<file path="src/rtl/matmul_pkg.sv">
// Shared definitions for the matmul scratchpad writer: FSM states and
// derived-width helpers.
package matmul_pkg;

    typedef enum logic [1:0] {
        StIdle  = 2'd0,
        StWrite = 2'd1,
        StDone  = 2'd2
    } sp_wr_state_e;

    // Number of operands per scratchpad word, i.e. largest square tile edge.
    function automatic int unsigned calc_max_dim(input int unsigned bus_w,
                                                 input int unsigned data_w);
        return bus_w / data_w;
    endfunction

    function automatic int unsigned calc_tsel_w(input int unsigned ntargets);
        return (ntargets > 1) ? $clog2(ntargets) : 1;
    endfunction

endpackage

</file>
<file path="src/rtl/matmul_sp_writer.sv">
// Streams a captured matmul result tile into a scratchpad, one word per grant.
// Define SP_WRITER_FLAGS_EN to append the overflow-flag word after the last element.
module matmul_sp_writer
    import matmul_pkg::*;
#(
    parameter int unsigned DATA_WIDTH  = 8,
    parameter int unsigned BUS_WIDTH   = 32,
    parameter int unsigned ADDR_WIDTH  = 16,
    parameter int unsigned SP_NTARGETS = 2,
    localparam int unsigned MAX_DIM    = calc_max_dim(BUS_WIDTH, DATA_WIDTH),
    localparam int unsigned TSEL_W     = calc_tsel_w(SP_NTARGETS)
) (
    input  logic                                   clk_i,
    input  logic                                   rst_ni,
    input  logic                                   sp_write_i,
    input  logic [BUS_WIDTH*MAX_DIM*MAX_DIM-1:0]   write_to_sp_i,
    input  logic [MAX_DIM*MAX_DIM-1:0]             flags_i,
    input  logic [1:0]                             dimension_N_i,
    input  logic [1:0]                             dimension_M_i,
    input  logic [ADDR_WIDTH-1:0]                  base_addr_i,
    input  logic [TSEL_W-1:0]                      sp_target_i,
    output logic                                   sp_req_o,
    output logic [ADDR_WIDTH-1:0]                  sp_addr_o,
    output logic [BUS_WIDTH-1:0]                   sp_wdata_o,
    output logic [TSEL_W-1:0]                      sp_tsel_o,
    input  logic                                   sp_gnt_i,
    output logic                                   busy_o,
    output logic                                   done_o,
    output logic [MAX_DIM*MAX_DIM-1:0]             flags_o,
    output logic                                   drop_o
);

    localparam int unsigned NELEM = MAX_DIM * MAX_DIM;
    localparam int unsigned IDX_W = $clog2(NELEM + 1) + 1;

    sp_wr_state_e                  state_q, state_d;
    logic [IDX_W-1:0]              idx_q, idx_d;
    logic [IDX_W-1:0]              count_q, count_d;
    logic [BUS_WIDTH*NELEM-1:0]    data_q, data_d;
    logic [NELEM-1:0]              flags_q, flags_d;
    logic [ADDR_WIDTH-1:0]         base_q, base_d;
    logic [TSEL_W-1:0]             tsel_q, tsel_d;
    logic                          drop_q, drop_d;

    logic [IDX_W-1:0]              last_idx;
    logic [BUS_WIDTH-1:0]          word_sel;
    logic [BUS_WIDTH-1:0]          wdata_sel;
    logic                          in_write;

`ifdef SP_WRITER_FLAGS_EN
    // The flag word occupies index == count, one past the last element.
    logic [BUS_WIDTH-1:0] flag_word;

    always_comb begin
        flag_word = '0;
        for (int unsigned i = 0; i < NELEM && i < BUS_WIDTH; i++) begin
            flag_word[i] = flags_q[i];
        end
    end

    assign last_idx  = count_q;
    assign wdata_sel = (idx_q == count_q) ? flag_word : word_sel;
`else
    assign last_idx  = count_q - IDX_W'(1);
    assign wdata_sel = word_sel;
`endif

    assign word_sel = data_q[32'(idx_q) * BUS_WIDTH +: BUS_WIDTH];

    always_comb begin
        state_d = state_q;
        idx_d   = idx_q;
        count_d = count_q;
        data_d  = data_q;
        flags_d = flags_q;
        base_d  = base_q;
        tsel_d  = tsel_q;
        drop_d  = sp_write_i && (state_q != StIdle);

        case (state_q)
            StIdle: begin
                if (sp_write_i) begin
                    data_d  = write_to_sp_i;
                    flags_d = flags_i;
                    base_d  = base_addr_i;
                    tsel_d  = sp_target_i;
                    count_d = IDX_W'((32'(dimension_N_i) + 32'd1) *
                                     (32'(dimension_M_i) + 32'd1));
                    idx_d   = '0;
                    state_d = StWrite;
                end
            end
            StWrite: begin
                if (sp_gnt_i) begin
                    if (idx_q == last_idx) begin
                        idx_d   = '0;
                        state_d = StDone;
                    end else begin
                        idx_d = idx_q + IDX_W'(1);
                    end
                end
            end
            StDone:  state_d = StIdle;
            default: state_d = StIdle;
        endcase
    end

    always_ff @(posedge clk_i or negedge rst_ni) begin
        if (!rst_ni) begin
            state_q <= StIdle;
            idx_q   <= '0;
            count_q <= '0;
            data_q  <= '0;
            flags_q <= '0;
            base_q  <= '0;
            tsel_q  <= '0;
            drop_q  <= 1'b0;
        end else begin
            state_q <= state_d;
            idx_q   <= idx_d;
            count_q <= count_d;
            data_q  <= data_d;
            flags_q <= flags_d;
            base_q  <= base_d;
            tsel_q  <= tsel_d;
            drop_q  <= drop_d;
        end
    end

    // All request-side outputs are pure decodes of state registers, so they
    // stay stable across stalls and clear immediately on reset.
    assign in_write   = (state_q == StWrite);
    assign sp_req_o   = in_write;
    assign sp_addr_o  = in_write ? base_q + ADDR_WIDTH'(idx_q) : '0;
    assign sp_wdata_o = in_write ? wdata_sel : '0;
    assign sp_tsel_o  = in_write ? TSEL_W'(32'(tsel_q) % SP_NTARGETS) : '0;
    assign busy_o     = (state_q != StIdle);
    assign done_o     = (state_q == StDone);
    assign flags_o    = flags_q;
    assign drop_o     = drop_q;

endmodule

</file>
<file path="config.mk">
export PLATFORM = sky130hd
export DESIGN_NAME = matmul_sp_writer
export DESIGN_NICKNAME = d
export VERILOG_FILES = /design/src/rtl/matmul_pkg.sv /design/src/rtl/matmul_sp_writer.sv
export SDC_FILE = /design/constraint.sdc
export NUM_CORES = 1
export LEC_CHECK = 0
export ABC_AREA = 1
export CORE_UTILIZATION = 44
export CTS_CLUSTER_DIAMETER = 200
export DETAILED_ROUTE_END_ITERATION = 10
export PLACE_DENSITY_LB_ADDON = 0.05
export RECOVER_POWER = 100
export SYNTH_ARGS = -nofsm -noshare
export SYNTH_HDL_FRONTEND = slang
export SYNTH_SLANG_ARGS = --single-unit
</file>
<file path="constraint.sdc">
create_clock -name clk_i -period 2.7 [get_ports clk_i]
set_input_delay 0.54 -clock clk_i [delete_from_list [all_inputs] [get_ports clk_i]]
set_output_delay 0.54 -clock clk_i [all_outputs]
set_load 0.02 [all_outputs]
</file>
# Word-level counts from Yosys, hierarchy flattened
# Cells that the tools add are included.
dict set report totals {
  ff_bits 560
  input_bits 553
  wordCells 39
}
dict set report op_classes {
  addsub 5
  mul 1
  eq_ne 6
  shift 1
  n_mux 11
  reduce_logical 7
}
# op n
set op_table {}
lappend op_table {{variable part select 512 x 12 -> 32 bit} 1}
lappend op_table {{2-to-1 mux 32 bit} 1}
lappend op_table {{2-to-1 mux 6 bit} 3}
lappend op_table {{adder 16 x 6 -> 16 bit} 1}
lappend op_table {{2-to-1 mux 16 bit} 1}
lappend op_table {{one-hot mux 6 bit (2 select lines)} 1}
lappend op_table {{adder 2 x 1 -> 3 bit (second input constant)} 2}
lappend op_table {{adder 6 x 1 -> 6 bit (second input constant)} 1}
lappend op_table {{equality test 6 bit} 1}
lappend op_table {{multiplier 3 x 3 -> 6 bit} 1}
lappend op_table {{2-to-1 mux 2 bit} 3}
lappend op_table {{AND reduction 3 bit} 2}
lappend op_table {{subtractor 6 x 1 -> 6 bit (second input constant)} 1}
lappend op_table {{inequality test 2 bit (second input constant)} 2}
lappend op_table {{one-hot mux 2 bit (2 select lines)} 1}
lappend op_table {{nonzero test 2 bit} 2}
lappend op_table {{equality test 2 x 1 -> 1 bit (second input constant)} 1}
lappend op_table {{equality test 2 bit (second input constant)} 1}
lappend op_table {{logical NOT 2 bit} 1}
lappend op_table {{inequality test 2 x 1 -> 1 bit (second input constant)} 1}
lappend op_table {{AND reduction 2 bit} 1}
lappend op_table {{logical AND 1 bit} 1}
lappend op_table {{2-to-1 mux 1 bit} 1}

# Longest topological paths before layout
dict set report depth {
  depth_word 5
  mapped_depth 13
  ltp_nobuf 12
}

# Worst setup path before layout
# No wires, ideal clock.
dict set report synth_timing {
  path_kind {register to output}
  start {reg idx_q[1]}
  end {out sp_addr_o[10]}
  arrival_time_ns 2.360
  required_ns 2.160
  setup_slack_ns -0.200
  stages_incl_launch_ff 11
  path_cell_list {dfrtp_1 -> buf_6 -> inv_2 -> buf_4 -> buf_2 -> fa_1 -> o21ai_0 -> nand2_1 -> a21oi_1 -> nor2_1 -> nor3_1}
}
dict set report synth_between {
  elab_chain_cells 2
}
# item line_no
set synth_lines {}
lappend synth_lines {{start: declaration} matmul_sp_writer.sv:37} ;# logic [IDX_W-1:0] idx_q, idx_d;
lappend synth_lines {{start signal: assignment} matmul_sp_writer.sv:120} ;# idx_q <= idx_d;
lappend synth_lines {{adder 16 x 6 -> 16 bit} matmul_sp_writer.sv:134} ;# assign sp_addr_o = in_write ? base_q + ADDR_WIDTH'(idx_q) : '0;
lappend synth_lines {{2-to-1 mux 16 bit} matmul_sp_writer.sv:134}
lappend synth_lines {{end: declaration} matmul_sp_writer.sv:23} ;# output logic [ADDR_WIDTH-1:0] sp_addr_o,
# No other way between the ends.

# Final worst setup path
dict set report layout_timing {
  start {reg idx_q[0]}
  end {out sp_wdata_o[21]}
}
dict set report layout_between {
  elab_chain_cells 2
}
# item line_no
set layout_lines {}
lappend layout_lines {{variable part select 512 x 12 -> 32 bit} matmul_sp_writer.sv:68} ;# assign word_sel = data_q[32'(idx_q) * BUS_WIDTH +: BUS_WIDTH];
lappend layout_lines {{2-to-1 mux 32 bit} matmul_sp_writer.sv:135} ;# assign sp_wdata_o = in_write ? wdata_sel : '0;
lappend layout_lines {{end: declaration} matmul_sp_writer.sv:24} ;# output logic [BUS_WIDTH-1:0] sp_wdata_o,
# No other way between the ends.

==> Flow_metrics.wiki <==
{| class="wikitable"
! Metric !! Value
|-
| Outcome || finished, violations left
|-
| Violations in the final reports || setup timing
|-
| Filler cells || around 5200
|-
| Buffers and inverters on the worst path || 6
|-
| Routed Antenna Nets || 0
|-
| Static Leak || between 15 and 20 nW
|-
| Routed vias || ~27000
|-
| Placed cell count || 4913
|-
| Startpoint of the lowest-slack register-to-register path || state_q[1]$_DFFE_PN0P_
|-
| Hpwl dp || around 73 mm
|-
| Number of max-slew violations in the final report || 0
|-
| Mean Syn Cell Area || between 7 and 8 sq um
|-
| Largest net degree at the start of global routing || 164
|-
| Capturing element type of the critical path || primary output
|-
| Number of nets produced by synthesis || 4133
|-
| Yosys synthesis warning count || 0
|-
| Comb pwr share || 0.509
|-
| Floorplan row count || 89
|-
| Area occupied by multi-input gates || between 10000 and 15000 sq um
|-
| WL final || just over 100 mm
|-
| Final hold violation count || 0
|-
| TritonCTS buffer count || 60
|-
| Sum of met3 wire segment lengths after detailed routing || between 7 and 8 mm
|-
| XOR/XNOR share of the synthesized area || 0.00263
|-
| Length of routed met2 wiring || a little under 50 mm
|-
| Share of the clock period used by the worst path || 1.23
|-
| Maximum buffer depth of the clock tree || 3
|-
| Max_slew headroom || 0.0772
|-
| Via count of the first global-routing pass || between 20000 and 30000
|-
| Area contributors post-synth || sky130_fd_sc_hd__dfrtp_1 (53%), sky130_fd_sc_hd__nand2_1 (25%), sky130_fd_sc_hd__nor2_1 (5.0%)
|-
| Largest driver fanout on the critical path || 8
|-
| Endpoint of the worst register-to-register path || data_q[472]$_DFFE_PN0P_
|-
| Startpoint of the most critical hold path || write_to_sp_i[295]
|-
| Dominant combinational cell family by area after synthesis || simple AND/OR/NAND/NOR gates
|-
| Final WS setup || -0.609 ns
|-
| Hold slack || 0.439 ns
|-
| Met1 Wirelength || 43.3 mm
|-
| Post-Synth Adder-Cell Area || 0.00929
|-
| Synthesized instance count || roughly 3600
|-
| Nature of the critical path startpoint || register
|-
| Final setup vio count || 58
|-
| Number of unique standard cell types used by synthesis || 32
|-
| Total area of sequential cells || 14000 sq um
|-
| Slew at the pin closest to its max-slew limit || 1.38 ns
|-
| Number of antenna violations at the first check in global routing || 11
|-
| Portion of synthesized cell area occupied by the leading cell type || 0.526
|-
| Critical path class || reg2out
|-
| Critical path cell sequence || buf_12 -> clkinv_16 -> buf_12 -> buf_12 -> buf_6 -> nor2_2 -> o211ai_1 -> nand3_2 -> a21oi_2 -> buf_6
|-
| R2r setup slk || -0.04 ns
|-
| Number of DRC violations after detailed routing || 0
|-
| GRT Resource Usage Total || 0.319
|-
| Via count normalized by instance count || approximately 5.2
|-
| Synthesized flop and latch total || between 500 and 600
|-
| Unrepaired setup endpoints after global routing || yes
|-
| CTS clk-pin slew, worst paths || 0.06 ns
|-
| Maximum VDD drop || 980 uV
|-
| Max Freq || about 300 MHz
|-
| Sequential area share after synthesis || 0.526
|-
| Crit-path slowest cell || sky130_fd_sc_hd__dfrtp_4
|-
| Post-synth EDFFs || 0
|-
| Final clock skew || between 0.02 and 0.025 ns
|-
| I/O Buffers || 621
|-
| TritonCTS clock tree || yes
|-
| Max Used Layer || met5
|-
| Cell Pwr Density || roughly 1200 nW/um^2
|-
| Detailed-router iteration count before antenna repair || 5
|-
| Number of cells on the worst reg-to-reg path || 6
|-
| DRC violation total after the first TritonRoute iteration || roughly 2200
|-
| Max-cap check violation count || 0
|-
| Clock Sinks || between 500 and 600
|-
| Share of final-layout standard cells stronger than drive strength 1 || 0.133
|-
| Critical Path Max Stage Delay || around 0.50 ns
|-
| Relative area change from synthesis to final layout || 45.5%
|-
| Multiplexer fraction of the synthesized cell area || 0
|-
| Hold EP || data_q[295]$_DFFE_PN0P_
|-
| Number of top-level design ports || about 620
|-
| Cell count of the worst hold path || 3
|-
| Switching component of the power || 19.6 mW
|-
| Height of the die || about 250 um
|-
| Top_reg_cell synth || sky130_fd_sc_hd__dfrtp_1
|-
| Most repeated library cell on the critical path || sky130_fd_sc_hd__buf_12
|-
| Total standard cell area after synthesis || 26700 sq um
|-
| Area fraction in and, or, nand and nor cells after synthesis || 0.315
|-
| First-pass GRT wire length || between 100 and 150 mm
|-
| Final Instance Count excl. Fillers || 5108
|-
| Sequential power share || 0.311
|-
| Proportion of register bits with asynchronous set or reset after synthesis || 1.00
|-
| Final Net Count || around 5000
|-
| Required @ worst endpoint || around 2.2 ns
|-
| Per-cell routed wire length || 20.4 um
|-
| Area leader, netlist || sky130_fd_sc_hd__dfrtp_1
|-
| CTS Root Buffer Type || sky130_fd_sc_hd__clkbuf_16
|-
| Area of the die || between 60000 and 70000 sq um
|-
| Compound-Gate Fraction of Synth Area || 0.0961
|-
| Tmin final || between 3 and 4 ns
|-
| Cell internal pwr || roughly 28 mW
|-
| Clock latency at the later pin of the worst-skew pair || about 0.64 ns
|-
| Maximum level of the CTS H-tree || 2
|-
| Share of total power consumed by net switching || 0.414
|-
| Class of the worst hold path || in2reg
|-
| Core region area || roughly 59000 sq um
|-
| Clock group share of total power || 0.180
|-
| Effective utilization at floorplan || 0.448
|-
| Cell type group with the largest total delay on the critical path || buffers and inverters
|-
| Chip width || 248 um
|-
| Data arrival, critical path || between 2 and 3 ns
|-
| GR Overflow Total || 0
|-
| Routability cong. || 0.948
|}
through the flow:
stage	setup TNS (ns)	util	total power, mW	instance area, sq um	setup WS, ns
after global routing	-49.59	0.652	50.0	38800	-0.652
final	-20.83	0.652	47.2	38800	-0.609
after floorplan	0	-	25.3	26700	0.0566
after CTS	-20.17	0.630	44.3	37500	-0.615
after detailed placement	-12.23	0.585	34.5	34800	-0.501
after global placement	-11.74	0.585	34.2	34800	-0.482
power by group through the flow:
stage,Sequential (mW),Combinational [mW],Clock [mW]
6_report,14.7,24.0,8.52
5_1_grt,15.1,26.0,8.92
2_1_floorplan,14.0,11.3,0
4_1_cts,14.6,21.1,8.61
3_5_place_dp,14.6,19.9,0
3_3_place_gp,14.6,19.6,0
registers in the layout, indices dropped and copies added, names as in the netlist:
| register | cells |
|---|---|
| drop_o | 1 |
| count_q | 6 |
| tsel_q | 1 |
| base_q | 16 |
| flags_o | 16 |
| data_q | 512 |
| idx_q | 6 |
| state_q | 2 |
worst max-delay path by stage:
stage | from | to | slack [ns] | depth (start not counted)
3_3_place_gp | idx_q[0]$_DFFE_PN0P_ | sp_wdata_o[16] | -0.48 | 9
3_5_place_dp | idx_q[0]$_DFFE_PN0P_ | sp_wdata_o[16] | -0.50 | 9
6_report | idx_q[0]$_DFFE_PN0P_ | sp_wdata_o[21] | -0.61 | 10
5_1_grt | idx_q[0]$_DFFE_PN0P_ | sp_wdata_o[21] | -0.65 | 10
4_1_cts | idx_q[0]$_DFFE_PN0P_ | sp_wdata_o[24] | -0.61 | 9
2_1_floorplan | idx_q[1]$_DFFE_PN0P_ | sp_addr_o[10] | 0.06 | 10
kinds of logic after synthesis:
kind of cell | count (synthesis)
AO/OA/AOI/OAI | 462
AND/OR/NAND/NOR | 2212
adder cells (fa/ha/maj) | 18
flip-flops | 560
buffers and inverters | 302
XOR/XNOR | 8
cells in the mapped netlist (18+ instances only):
library cell and n:
sky130_fd_sc_hd__nand2_1 1799, sky130_fd_sc_hd__inv_1 71, sky130_fd_sc_hd__clkbuf_1 98, sky130_fd_sc_hd__o21ai_1 22, sky130_fd_sc_hd__buf_1 18, sky130_fd_sc_hd__nor2_1 357
sky130_fd_sc_hd__o211ai_1 64, sky130_fd_sc_hd__o22ai_1 64, sky130_fd_sc_hd__o21ai_0 255, sky130_fd_sc_hd__buf_2 90, sky130_fd_sc_hd__dfrtp_1 560, sky130_fd_sc_hd__nand3_1 46
sky130_fd_sc_hd__a21oi_1 53
final cells by class:
| cell class | count | share of cell area |
|---|---|---|
| clock inverters | 20 | 0.00720 |
| well taps | 773 | 0.0249 |
| multi-input cells | 2700 | 0.310 |
| repair inverters | 1 | 0.000516 |
| diodes | 5 | 0.000323 |
| clock buffers | 88 | 0.0448 |
| inverters | 75 | 0.00803 |
| flip-flops and latches | 560 | 0.362 |
| repair buffers | 886 | 0.242 |
timing repair:
| action | CTS | global route |
|---|---|---|
| gates resized for setup | 284 | 255 |
| hold buffers | 1 | 0 |
| endpoints found under the hold margin | 34 | 0 |
| endpoints found under the setup margin | 49 | 48 |
| buffers inserted | 14 | 46 |
| gates cloned | 5 | 18 |
| pin swaps | 42 | 125 |
worst register-to-register path, stage by stage, from the launching register on:
cell	delay, ns
sky130_fd_sc_hd__dfrtp_1	0.42
sky130_fd_sc_hd__nor2_1	0.25
sky130_fd_sc_hd__nand2_1	0.44
sky130_fd_sc_hd__clkinvlp_2	0.45
sky130_fd_sc_hd__clkbuf_4	0.70
sky130_fd_sc_hd__nand2_1	0.31
sky130_fd_sc_hd__nand2_1	0.12
per-layer routing:
metal	vias up	GRT usage
met2	1100	0.511
met3	215	0.0470
met5	-	0
met1	12600	0.433
met4	10	0.133
li1	12700	-
layout by cell type, fill, tap and decap left out, types with 9 or more instances in the layout:
cell type | synthesis | final
sky130_fd_sc_hd__nand2_1 | 1799 | 1780
sky130_fd_sc_hd__dfrtp_1 | 560 | 557
sky130_fd_sc_hd__clkdlybuf4s50_1 | 0 | 554
sky130_fd_sc_hd__nor2_1 | 357 | 327
sky130_fd_sc_hd__o21ai_0 | 255 | 220
sky130_fd_sc_hd__buf_4 | 9 | 143
sky130_fd_sc_hd__clkbuf_16 | 0 | 76
sky130_fd_sc_hd__buf_6 | 11 | 69
sky130_fd_sc_hd__o211ai_1 | 64 | 64
sky130_fd_sc_hd__inv_1 | 71 | 53
sky130_fd_sc_hd__o22ai_1 | 64 | 52
sky130_fd_sc_hd__buf_12 | 0 | 45
sky130_fd_sc_hd__o21ai_1 | 22 | 44
sky130_fd_sc_hd__a21oi_2 | 0 | 30
sky130_fd_sc_hd__nor2_2 | 1 | 25
sky130_fd_sc_hd__nand3_1 | 46 | 25
sky130_fd_sc_hd__clkbuf_1 | 98 | 20
sky130_fd_sc_hd__nand2_2 | 3 | 19
sky130_fd_sc_hd__inv_2 | 3 | 18
sky130_fd_sc_hd__dlygate4sd3_1 | 0 | 17
sky130_fd_sc_hd__nand3_2 | 0 | 15
sky130_fd_sc_hd__a21oi_1 | 53 | 13
sky130_fd_sc_hd__ha_1 | 15 | 13
sky130_fd_sc_hd__buf_8 | 1 | 13
sky130_fd_sc_hd__o22ai_2 | 0 | 12
sky130_fd_sc_hd__clkbuf_8 | 0 | 11
sky130_fd_sc_hd__a21oi_4 | 0 | 10
sky130_fd_sc_hd__o21ai_2 | 0 | 9
No activity file was read; power rests on OpenSTA's default activity.
